File: config.mk
export PLATFORM = sky130hd
export DESIGN_NAME = inst_fetch_pq_flat
export DESIGN_NICKNAME = d
export VERILOG_FILES = /design/src/rtl/inst_fetch_pq_pkg.sv /design/src/rtl/inst_fetch_pq_if.sv /design/src/rtl/inst_fetch_pq_fifo.sv /design/src/rtl/inst_fetch_pq.sv /design/src/flat_wrapper.sv
export SDC_FILE = /design/constraint.sdc
export NUM_CORES = 1
export LEC_CHECK = 0
export BUFFER_PORTS_ARGS = -buffer_cell sky130_fd_sc_hd__buf_2
export CAP_MARGIN = 25
export CORE_ASPECT_RATIO = 0.6
export CORE_MARGIN = 2
export CORE_UTILIZATION = 55
export DETAILED_ROUTE_END_ITERATION = 10
export PLACE_DENSITY = 0.79
export SYNTH_ARGS = -nofsm -noshare
export SYNTH_HDL_FRONTEND = slang
export SYNTH_SLANG_ARGS = --single-unit
File: constraint.sdc
create_clock -name CLK -period 6.9 [get_ports CLK]
set_input_delay 2.07 -clock CLK [delete_from_list [all_inputs] [get_ports CLK]]
set_output_delay 2.07 -clock CLK [all_outputs]
set_load 0.05 [all_outputs]
File: src/rtl/inst_fetch_pq_pkg.sv
// Shared AXI constants, the prefetch entry type and a constant-foldable log2
// helper for the instruction fetch unit.
package ifetch_pkg;

  localparam logic [2:0] ARSIZE_4B  = 3'b010;
  localparam logic [1:0] BURST_INCR = 2'b01;
  localparam logic [1:0] RESP_OKAY  = 2'b00;

  typedef struct packed {
    logic [31:0] pc;
    logic [31:0] inst;
  } fetch_entry_t;

  function automatic int clog2(input int v);
    int r;
    r = 0;
    for (int i = 0; i < 31; i++) begin
      if ((1 << i) < v) r = i + 1;
    end
    return r;
  endfunction

endpackage

File: src/rtl/inst_fetch_pq_if.sv
// Single-beat AXI4 read channel (AR + R) between the fetch unit and the
// instruction-side interconnect.
interface inst_fetch_pq_if #(
  parameter int ADDR_W = 32,
  parameter int DATA_W = 32
);
  logic [ADDR_W-1:0] M_AXI_ARADDR;
  logic [7:0]        M_AXI_ARLEN;
  logic [2:0]        M_AXI_ARSIZE;
  logic [1:0]        M_AXI_ARBURST;
  logic              M_AXI_ARVALID;
  logic              M_AXI_ARREADY;
  logic [DATA_W-1:0] M_AXI_RDATA;
  logic [1:0]        M_AXI_RRESP;
  logic              M_AXI_RVALID;
  logic              M_AXI_RREADY;

  modport master (
    output M_AXI_ARADDR, M_AXI_ARLEN, M_AXI_ARSIZE, M_AXI_ARBURST, M_AXI_ARVALID,
    output M_AXI_RREADY,
    input  M_AXI_ARREADY, M_AXI_RDATA, M_AXI_RRESP, M_AXI_RVALID
  );

  modport slave (
    input  M_AXI_ARADDR, M_AXI_ARLEN, M_AXI_ARSIZE, M_AXI_ARBURST, M_AXI_ARVALID,
    input  M_AXI_RREADY,
    output M_AXI_ARREADY, M_AXI_RDATA, M_AXI_RRESP, M_AXI_RVALID
  );
endinterface

File: src/rtl/inst_fetch_pq_fifo.sv
// Synchronous FIFO with flush and occupancy count; DEPTH need not be a power
// of two. The storage array is not reset, only the pointers and count.
module ifetch_fifo
  import ifetch_pkg::*;
#(
  parameter int WIDTH = 64,
  parameter int DEPTH = 4
) (
  input  logic                    clk,
  input  logic                    rst,
  input  logic                    flush,
  input  logic                    push,
  input  logic                    pop,
  input  logic [WIDTH-1:0]        din,
  output logic [WIDTH-1:0]        dout,
  output logic [clog2(DEPTH):0]   count,
  output logic                    empty
);

  localparam int PW = (DEPTH > 1) ? clog2(DEPTH) : 1;
  localparam int CW = clog2(DEPTH) + 1;

  logic [WIDTH-1:0] mem [DEPTH];
  logic [PW-1:0]    rd_ptr;
  logic [PW-1:0]    wr_ptr;
  logic             full;
  logic             do_push;
  logic             do_pop;

  function automatic logic [PW-1:0] ptr_next(input logic [PW-1:0] p);
    return (p == PW'(DEPTH - 1)) ? '0 : p + PW'(1);
  endfunction

  assign empty   = (count == '0);
  assign full    = (count == CW'(DEPTH));
  assign do_pop  = pop && !empty;
  assign do_push = push && (!full || do_pop);
  assign dout    = mem[rd_ptr];

  always_ff @(posedge clk) begin
    if (rst || flush) begin
      rd_ptr <= '0;
      wr_ptr <= '0;
      count  <= '0;
    end else begin
      if (do_push) wr_ptr <= ptr_next(wr_ptr);
      if (do_pop)  rd_ptr <= ptr_next(rd_ptr);
      count <= count + CW'(do_push) - CW'(do_pop);
    end
  end

  always_ff @(posedge clk) begin
    if (do_push) mem[wr_ptr] <= din;
  end

endmodule

File: src/rtl/inst_fetch_pq.sv
// RV32I prefetching instruction fetch with branch redirect and stale-beat discard.
// Build option: IFETCH_ZERO_SQUASH_EN drops all-zero instruction words instead of queueing them.
module inst_fetch_pq
  import ifetch_pkg::*;
#(
  parameter int          C_M_AXI_ADDR_WIDTH = 32,
  parameter int          C_M_AXI_DATA_WIDTH = 32,
  parameter logic [31:0] RESET_PC           = 32'h2000_0000,
  parameter int          DEPTH              = 4,
  parameter int          MAX_OUTSTANDING    = 2
) (
  input  logic                  CLK,
  input  logic                  RST,
  input  logic                  EXEC,
  input  logic                  STALL,
  input  logic                  REDIRECT,
  input  logic [31:0]           REDIRECT_PC,
  output logic [31:0]           I_PC,
  output logic [31:0]           I_INST,
  output logic                  I_VALID,
  output logic                  MEM_WAIT,
  output logic                  FETCH_ERR,
  inst_fetch_pq_if.master       m_axi
);

  localparam int CW = clog2(DEPTH) + 1;
  localparam int IW = clog2(MAX_OUTSTANDING) + 1;
  // Headroom for stale beats piling up across back-to-back redirects.
  localparam int DW = IW + 4;

  logic [31:0]   fetch_pc;
  logic [31:0]   ar_pc;
  logic          arvalid;
  logic          ar_stale;
  logic [DW-1:0] discard;
  logic          fetch_err;

  logic          ar_hs;
  logic          r_hs;
  logic          r_live;
  logic          squash;
  logic          issue;
  logic          push_data;
  logic          pop_data;
  logic          tag_push;
  logic [DW-1:0] disc_add;
  logic          disc_sub;

  logic [CW-1:0] data_count;
  logic          data_empty;
  logic [IW-1:0] inflight;
  logic          tag_empty;
  logic [31:0]   tag_pc;
  fetch_entry_t  push_entry;
  fetch_entry_t  head;

  assign ar_hs  = arvalid && m_axi.M_AXI_ARREADY;
  assign r_hs   = m_axi.M_AXI_RVALID;
  // A beat is live only once every stale beat ahead of it has been dropped.
  assign r_live = r_hs && (discard == '0) && !REDIRECT;

`ifdef IFETCH_ZERO_SQUASH_EN
  assign squash = (m_axi.M_AXI_RDATA[31:0] == 32'h0);
`else
  assign squash = 1'b0;
`endif

  // A pending-but-unaccepted AR counts against credit so back-to-back issue cannot overrun.
  assign issue = EXEC && !REDIRECT && (!arvalid || m_axi.M_AXI_ARREADY) &&
                 (int'(inflight) + int'(arvalid) < MAX_OUTSTANDING) &&
                 (int'(data_count) + int'(inflight) + int'(arvalid) < DEPTH);

  assign tag_push   = ar_hs && !REDIRECT && !ar_stale;
  assign push_data  = r_live && !squash;
  assign pop_data   = !data_empty && !STALL;
  assign push_entry = '{pc: tag_pc, inst: m_axi.M_AXI_RDATA[31:0]};

  always_comb begin
    disc_add = '0;
    if (REDIRECT)              disc_add = DW'(inflight) + DW'(ar_hs);
    else if (ar_hs && ar_stale) disc_add = DW'(1);
    disc_sub = r_hs && (REDIRECT || discard != '0);
  end

  // Request side: fetch_pc always names the next word not yet requested.
  always_ff @(posedge CLK) begin
    if (RST) begin
      fetch_pc <= RESET_PC;
      arvalid  <= 1'b0;
      ar_stale <= 1'b0;
      discard  <= '0;
    end else begin
      if (REDIRECT)   fetch_pc <= REDIRECT_PC & ~32'h3;
      else if (issue) fetch_pc <= fetch_pc + 32'd4;
      if (issue)      arvalid <= 1'b1;
      else if (ar_hs) arvalid <= 1'b0;
      if (REDIRECT)   ar_stale <= arvalid && !ar_hs;
      else if (ar_hs) ar_stale <= 1'b0;
      discard <= discard + disc_add - DW'(disc_sub);
    end
  end

  always_ff @(posedge CLK) begin
    if (issue) ar_pc <= fetch_pc;
  end

  always_ff @(posedge CLK) begin
    if (RST || REDIRECT)                               fetch_err <= 1'b0;
    else if (r_live && m_axi.M_AXI_RRESP != RESP_OKAY) fetch_err <= 1'b1;
  end

  // Tag queue occupancy doubles as the live in-flight count.
  ifetch_fifo #(.WIDTH(32), .DEPTH(MAX_OUTSTANDING)) u_tag_q (
    .clk   (CLK),
    .rst   (RST),
    .flush (REDIRECT),
    .push  (tag_push),
    .pop   (r_live),
    .din   (ar_pc),
    .dout  (tag_pc),
    .count (inflight),
    .empty (tag_empty)
  );

  ifetch_fifo #(.WIDTH($bits(fetch_entry_t)), .DEPTH(DEPTH)) u_data_q (
    .clk   (CLK),
    .rst   (RST),
    .flush (REDIRECT),
    .push  (push_data),
    .pop   (pop_data),
    .din   (push_entry),
    .dout  (head),
    .count (data_count),
    .empty (data_empty)
  );

  assign I_VALID   = !data_empty;
  assign I_PC      = I_VALID ? head.pc : 32'h0;
  assign I_INST    = I_VALID ? head.inst : 32'h0;
  assign MEM_WAIT  = data_empty && (!tag_empty || discard != '0);
  assign FETCH_ERR = fetch_err;

  assign m_axi.M_AXI_ARADDR  = C_M_AXI_ADDR_WIDTH'(ar_pc);
  assign m_axi.M_AXI_ARLEN   = 8'd0;
  assign m_axi.M_AXI_ARSIZE  = ARSIZE_4B;
  assign m_axi.M_AXI_ARBURST = BURST_INCR;
  assign m_axi.M_AXI_ARVALID = arvalid;
  assign m_axi.M_AXI_RREADY  = 1'b1;

endmodule

File: src/flat_wrapper.sv
// flat-port wrapper written by rule: the top's interface ports become plain ports
module inst_fetch_pq_flat import ifetch_pkg::*;
#(
  parameter int          C_M_AXI_ADDR_WIDTH = 32,
  parameter int          C_M_AXI_DATA_WIDTH = 32,
  parameter logic [31:0] RESET_PC           = 32'h2000_0000,
  parameter int          DEPTH              = 4,
  parameter int          MAX_OUTSTANDING    = 2
)
  (CLK, RST, EXEC, STALL, REDIRECT, REDIRECT_PC, I_PC, I_INST, I_VALID, MEM_WAIT, FETCH_ERR, m_axi_M_AXI_ARADDR, m_axi_M_AXI_ARLEN, m_axi_M_AXI_ARSIZE, m_axi_M_AXI_ARBURST, m_axi_M_AXI_ARVALID, m_axi_M_AXI_RREADY, m_axi_M_AXI_ARREADY, m_axi_M_AXI_RDATA, m_axi_M_AXI_RRESP, m_axi_M_AXI_RVALID);
  inst_fetch_pq_if #(.ADDR_W(32), .DATA_W(32)) m_axi_i ();
  input  logic CLK;
  input  logic RST;
  input  logic EXEC;
  input  logic STALL;
  input  logic REDIRECT;
  input  logic [31:0] REDIRECT_PC;
  output logic [31:0] I_PC;
  output logic [31:0] I_INST;
  output logic I_VALID;
  output logic MEM_WAIT;
  output logic FETCH_ERR;
  output wire logic [$bits(m_axi_i.M_AXI_ARADDR)-1:0] m_axi_M_AXI_ARADDR;
  output wire logic [$bits(m_axi_i.M_AXI_ARLEN)-1:0] m_axi_M_AXI_ARLEN;
  output wire logic [$bits(m_axi_i.M_AXI_ARSIZE)-1:0] m_axi_M_AXI_ARSIZE;
  output wire logic [$bits(m_axi_i.M_AXI_ARBURST)-1:0] m_axi_M_AXI_ARBURST;
  output wire logic [$bits(m_axi_i.M_AXI_ARVALID)-1:0] m_axi_M_AXI_ARVALID;
  output wire logic [$bits(m_axi_i.M_AXI_RREADY)-1:0] m_axi_M_AXI_RREADY;
  input wire logic [$bits(m_axi_i.M_AXI_ARREADY)-1:0] m_axi_M_AXI_ARREADY;
  input wire logic [$bits(m_axi_i.M_AXI_RDATA)-1:0] m_axi_M_AXI_RDATA;
  input wire logic [$bits(m_axi_i.M_AXI_RRESP)-1:0] m_axi_M_AXI_RRESP;
  input wire logic [$bits(m_axi_i.M_AXI_RVALID)-1:0] m_axi_M_AXI_RVALID;
  assign m_axi_M_AXI_ARADDR = m_axi_i.M_AXI_ARADDR;
  assign m_axi_M_AXI_ARLEN = m_axi_i.M_AXI_ARLEN;
  assign m_axi_M_AXI_ARSIZE = m_axi_i.M_AXI_ARSIZE;
  assign m_axi_M_AXI_ARBURST = m_axi_i.M_AXI_ARBURST;
  assign m_axi_M_AXI_ARVALID = m_axi_i.M_AXI_ARVALID;
  assign m_axi_M_AXI_RREADY = m_axi_i.M_AXI_RREADY;
  assign m_axi_i.M_AXI_ARREADY = m_axi_M_AXI_ARREADY;
  assign m_axi_i.M_AXI_RDATA = m_axi_M_AXI_RDATA;
  assign m_axi_i.M_AXI_RRESP = m_axi_M_AXI_RRESP;
  assign m_axi_i.M_AXI_RVALID = m_axi_M_AXI_RVALID;
  inst_fetch_pq #(.C_M_AXI_ADDR_WIDTH(C_M_AXI_ADDR_WIDTH), .C_M_AXI_DATA_WIDTH(C_M_AXI_DATA_WIDTH), .RESET_PC(RESET_PC), .DEPTH(DEPTH), .MAX_OUTSTANDING(MAX_OUTSTANDING)) u_core (.CLK(CLK), .RST(RST), .EXEC(EXEC), .STALL(STALL), .REDIRECT(REDIRECT), .REDIRECT_PC(REDIRECT_PC), .I_PC(I_PC), .I_INST(I_INST), .I_VALID(I_VALID), .MEM_WAIT(MEM_WAIT), .FETCH_ERR(FETCH_ERR), .m_axi(m_axi_i));
endmodule
---- Word level (Yosys, flattened, before mapping) ----
Memories as Yosys holds them, arrays and structs flattened. A register that Yosys moved wholly into a read port is not among the register bits.
Index checks and enable logic that the tools add are counted.
word-level totals
  word-level logic and storage cells ...... 100
  memories ................................ 2
  output and inout bits ................... 114
  bits in registers ....................... 84
  memory bits (read-only) ................. 0
  bits in writable memories ............... 320
  bits in latches ......................... 0
  input port bits ......................... 73
memories
  name                 depth  bits a word  read ports  clocked after memory_dff  wr ports  line                      RTL
  u_core.u_data_q.mem  4      64           1           1                         1         inst_fetch_pq_fifo.sv:23  logic [WIDTH-1:0] mem [DEPTH];
  u_core.u_tag_q.mem   2      32           1           1                         1         inst_fetch_pq_fifo.sv:23
cells by class
  shift operators ......................... 0
  add/subtract/negate cells ............... 15
  multiply operators ...................... 0
  reductions and logical operators ........ 43
  div/mod/pow operators ................... 0
  muxes and demuxes ....................... 21
  bitwise operators ....................... 0
  equality and inequality tests ........... 4
  magnitude comparators ................... 2
operators by type and width
  cell                   count
  $mux 32                4
  $add 32x2->32          1
  $add 32x3->32 const B  1
  $lt 32x3->1 const B    1
  $lt 32x4->1 const B    1
  $logic_and 1x1->1      19
  $mux 1                 12
  $logic_not 1->1        9
  $mux 2                 4
  $reduce_bool 2->1      4
  $add 2x1->3            2
  $add 6x6->6            1
  $eq 2x2->1 const B     3
  $logic_not 6->1        1
  $logic_or 1x1->1       6
  $reduce_bool 6->1      1
  $sub 6x1->6            1
  $add 2x1->2 const B    2
  $add 3x2->4            1
  $add 3x1->3            1
  $eq 3x3->1 const B     1
  $logic_not 3->1        1
  $mux 3                 1
  $sub 3x1->3            1
  other kinds (5)        6

---- Logic depth before layout (Yosys ltp) ----
  word-level depth ........................ 8
  mapped depth ............................ 12
  mapped depth without buffers ............ 12

---- Cells and area by module ----
A second synthesis with hierarchy kept.
second synthesis, totals
  cell total of the unflattened synthesis .. 936
  area, all modules ....................... 16146.7 um2
modules (own cells, without submodules)
  module                         times used  area each (um2)  cells an instance  sequential area each (um2)
  ifetch_fifo (u_core.u_data_q)  1           9695.5           386                7867.5
  inst_fetch_pq                  1           3885.0           418                1681.6
  ifetch_fifo (u_core.u_tag_q)   1           2566.2           132                2021.9

---- Least setup slack after synthesis ----
No wires, ideal clock.
  kind .................................... input -> register
  from .................................... input m_axi_M_AXI_ARREADY
  to ...................................... register u_core.ar_pc[10], in the netlist u_core.m_axi.M_AXI_ARADDR[10] (enable)
  data required time ...................... 6.404 ns
  library setup time ...................... 0.496 ns
  arrival ................................. 5.390 ns
  buffers on the path ..................... 0
  cell stages on the path ................. 3
  slack ................................... 1.014 ns
  path through ............................ nand2b_1 -> o21a_1 -> nor4_1
on the way
  word-level cells in the longest chain between the ends .. 4
RTL lines
  element                         line                  RTL
  from (decl)                     flat_wrapper.sv:29    input wire logic [$bits(m_axi_i.M_AXI_ARREADY)-1:0] m_axi_M_AXI_ARREADY;
  $logic_or 1x1->1                inst_fetch_pq.sv:69   assign issue = EXEC && !REDIRECT && (!arvalid || m_axi.M_AXI_ARREADY) &&
  $logic_and 1x1->1 (2 in a row)  inst_fetch_pq.sv:69
  $logic_and 1x1->1               inst_fetch_pq.sv:70   (int'(inflight) + int'(arvalid) < MAX_OUTSTANDING) &&
  net u_core.issue                inst_fetch_pq.sv:42   logic issue;
  to (signal assigned)            inst_fetch_pq.sv:104  if (issue) ar_pc <= fetch_pc;
  to (decl)                       inst_fetch_pq.sv:32   logic [31:0] ar_pc;
The timed path passes the listed nets, and every way through them passes these cells.
A chain may end at the register's enable or synchronous reset.

==> results_dict.tcl <==
set metrics [dict create \
    status "complete, no violations" \
    post_route_cells_drive_above_1_share_pct 30.0 \
    wl_per_cell_um 21.4 \
    r2r-start "u_core.u_tag_q.count[0]$_SDFF_PP0_" \
    syn_to_final_growth_pct 14.2 \
    synth_top_area_share_pct 64.8 \
    die-area_um2 29900 \
    internal_power_mw 3.88 \
    post_cts.repair.setup_buffers 0 \
    gr-total-overflow 0 \
    library_cell_with_the_largest_summed_area_after_synthesis "sky130_fd_sc_hd__edfxtp_1" \
    timing.critical_path.slowest_stage_cell "sky130_fd_sc_hd__dfxtp_4" \
    final.setup.tns_ns 0 \
    startpoint_type "flop" \
    cts_h_tree_lvls 2 \
    timing.critical_path.arrival_ns 2.70 \
    timing.slew.headroom_pct 30.2 \
    final.setup_skew_ns 0.0136 \
    fin_area_um2 17900 \
    post-synth-top-count-cell "sky130_fd_sc_hd__edfxtp_1" \
    p_total_mw 5.15 \
    clock-sinks 391 \
    insertion_delay_ns 0.52 \
    insertedDiodeCount 0 \
    finalHoldViolCount 0 \
    overall_global_routing_resource_usage_pct 21.3 \
    antenna_found_initial 0 \
    max_cap_violations 0 \
    fmax_ghz 0.210 \
    drt-vias-per-instance 5.72 \
    synthAdderAreaFrac_pct 2.22 \
    depth_of_the_worst_hold_timing_path 0 \
    r2r_slack_ns 3.73 \
    yosys-mux-area-fraction_pct 11.3 \
    ir_drop_uv 188 \
    worstMarginPinSlew_ns 1.05 \
    synth.avg_cell_area_um2 17.2 \
    cts_buf_count 36 \
    most_used_flip_flop_cell_after_synthesis "sky130_fd_sc_hd__edfxtp_1" \
    hp-class "reg -> reg" \
    p_seq_share_pct 52.2 \
    area_fraction_in_compound_gates_after_synthesis_pct 3.63 \
    die-height_um 135 \
    netlist_instances 913 \
    final_nets 1184 \
    synthesis.yosys.warnings 0 \
    wl_um 31500 \
    multiInputGateArea_um2 4090 \
    post_synth_and_or_nand_nor_area_fraction_pct 7.54 \
    postSynth.asyncResetShare_pct 0 \
    pin_count 187 \
    synth_seq_area_share_pct 71.6 \
    total_switching_power_mw 1.28 \
    final.fill_count 1996 \
    cpPeakStageDelay_ns 0.70 \
    r2r_end "u_core.fetch_pc[28]$_SDFFE_PP0P_" \
    final_core_util_pct 64.4 \
    cts_tree "yes" \
    start_util_pct 56.4 \
    rsz0062_at_grt "no" \
    final-setup-viol-count 0 \
    finalCritPeriodShare_pct 69.2 \
    synth_area_um2 15700 \
    power_switching_share_pct 24.8 \
    synth_enable_flop_cells 338 \
    synth_top_family_by_area "multiplexers" \
    floorplan.rows 47 \
    chipWidth_um 222 \
    fin_crit_ns 4.77 \
    synth.area.top_cells "sky130_fd_sc_hd__edfxtp_1 65%, sky130_fd_sc_hd__mux4_2 8.9%, sky130_fd_sc_hd__dfxtp_1 6.8%, sky130_fd_sc_hd__and2_1 2.8%, sky130_fd_sc_hd__mux2_2 2.2%" \
    detailedRoute.firstIterationViolations 623 \
    hpwlAfterDp_um 19500 \
    largest_net_degree_at_the_start_of_global_routing 63 \
    floorplan.core_area_um2 27800 \
    min_from "u_core.fetch_pc[31]$_SDFFE_PP0P_" \
    detailroute.via_count 8444 \
    place_congestion 0.810 \
    detail_route.drc_violations 0 \
    worstRegToRegCells 7 \
    critical_path_required_ns 4.83 \
    synthXorXnorAreaFrac_pct 0.839 \
    setup.worst_path.class "reg -> out" \
    cts.clk_slew.worst_paths_ns 0.07 \
    ff_latch_area_um2 11200 \
    grt_pass1_wl_um 48200 \
    clockPowerShare_pct 36.3 \
    cts-resized-gates 0 \
    clock_path_buffers 3 \
    dpl-instance-area_um2 16800 \
    detail-route-antenna-nets 0 \
    worstPathMaxFanout 26 \
    setup.worst_path.end_class "output port" \
    place.port_buffers 166 \
    combinational_power_share_pct 11.5 \
    first_global_vias 8479 \
    cellPowerDensity_nw_per_um2 288 \
    count_of_hold_buffers_inserted_by_post_cts_repair 0 \
    clockRootBuffer "sky130_fd_sc_hd__clkbuf_16" \
    hold_end "u_core.m_axi.M_AXI_ARADDR[31]$_DFFE_PP_" \
    drt-pass1-iter-count 5 \
    synthDistinctLibCells 55 \
    leakage_nw 6.19 \
    final_max_slew_viol_count 0 \
    synth.top_cells.by_count "338 x sky130_fd_sc_hd__edfxtp_1, 71 x sky130_fd_sc_hd__and2_1, 62 x sky130_fd_sc_hd__mux4_2" \
    sequence_of_cells_on_the_critical_path "buf_4 -> mux4_2 -> and2_1 -> buf_2" \
    ys_ff_latch 391 \
]
per-layer routing:
| metal | GRT usage (%) | share of wire [%] | vias to the layer above |
|---|---|---|---|
| met2 | 33.3 | 47 | 259 |
| met4 | 5.22 | 1.6 | 0 |
| li1 | - | - | 3867 |
| met5 | 0 | 0 | - |
| met1 | 30.9 | 45 | 4275 |
| met3 | 4.68 | 6.8 | 43 |
cell type report:
class,instances,area share (%)
clock buffers,46,5.53
clock inverters,15,0.567
inverters,37,0.776
multi-input cells,445,22.9
flip-flops and latches,391,62.7
well taps,367,2.57
repair buffers,174,4.98
logic make-up (layout without fill, tap and decap cells):
group / Yosys count / in the layout
compound gates: 79 / 79
xor+xnor: 15 / 15
fa+ha+maj: 26 / 26
buf+inv: 93 / 272
flops: 391 / 391
mux: 96 / 96
other cells: 2 / 18
simple gates: 211 / 211
layout by cell type (no fill, tap or decap), types with 14 or more instances in the layout:
cell type and count:
sky130_fd_sc_hd__a311oi_1 14, sky130_fd_sc_hd__mux2_2 30, sky130_fd_sc_hd__and2_1 67, sky130_fd_sc_hd__dfxtp_1 51, sky130_fd_sc_hd__mux4_2 62, sky130_fd_sc_hd__clkbuf_16 37, sky130_fd_sc_hd__inv_1 35, sky130_fd_sc_hd__edfxtp_1 338
sky130_fd_sc_hd__ha_1 23, sky130_fd_sc_hd__conb_1 18, sky130_fd_sc_hd__nor2_1 44, sky130_fd_sc_hd__buf_2 166, sky130_fd_sc_hd__nand2_1 19
power by group through the flow:
stage	Combinational (mW)	Clock [mW]	Sequential (mW)
after floorplan	0.419	0	2.76
after global placement	0.580	0	2.74
after detailed placement	0.594	0	2.74
after CTS	0.597	1.91	2.69
after global routing	0.642	2.00	2.70
final	0.593	1.87	2.69
critical path, delay by kind of cell (launching register included):
family | cells | cell delay, ns
DFF | 1 | 0.70
buffers and inverters | 2 | 0.70
and+or+nand+nor | 1 | 0.17
muxes | 1 | 0.57
flip-flops by register name, summed over array words and instances (netlist names), named ones only:
name,flops
u_core.u_data_q.wr_ptr,2
u_core.m_axi.M_AXI_ARVALID,1
u_core.ar_stale,1
u_core.u_tag_q.wr_ptr,1
u_core.u_tag_q.rd_ptr,1
u_core.m_axi.M_AXI_ARADDR,30
u_core.discard,6
u_core.u_data_q.mem,248
u_core.u_data_q.count,3
u_core.u_tag_q.count,2
u_core.u_tag_q.mem,60
u_core.fetch_pc,30
u_core.u_data_q.rd_ptr,2
u_core.FETCH_ERR,1
stage by stage:
stage                     std cells  hold slack [ns]  setup slack (ns)
after floorplan                 929            0.422              1.01
after detailed placement       1414            0.439              2.21
final                          1475            0.448              2.13
after global placement         1414            0.429              2.30
after CTS                      1475            0.451              2.04
after global routing           1475            0.474              1.94
worst max-delay path by stage:
stage | endpoint | slack, ns | depth (start not counted)
floorplan | u_core.m_axi.M_AXI_ARADDR[10]$_DFFE_PP_ | 1.01 | 3
global placement | u_core.u_data_q.mem[0][48]$_DFFE_PP_ | 2.30 | 5
detailed placement | u_core.u_data_q.mem[1][48]$_DFFE_PP_ | 2.21 | 5
CTS | I_INST[17] | 2.04 | 4
global route | I_INST[14] | 1.94 | 4
finish | I_INST[17] | 2.13 | 4
No activity file was read; power rests on OpenSTA's default activity.
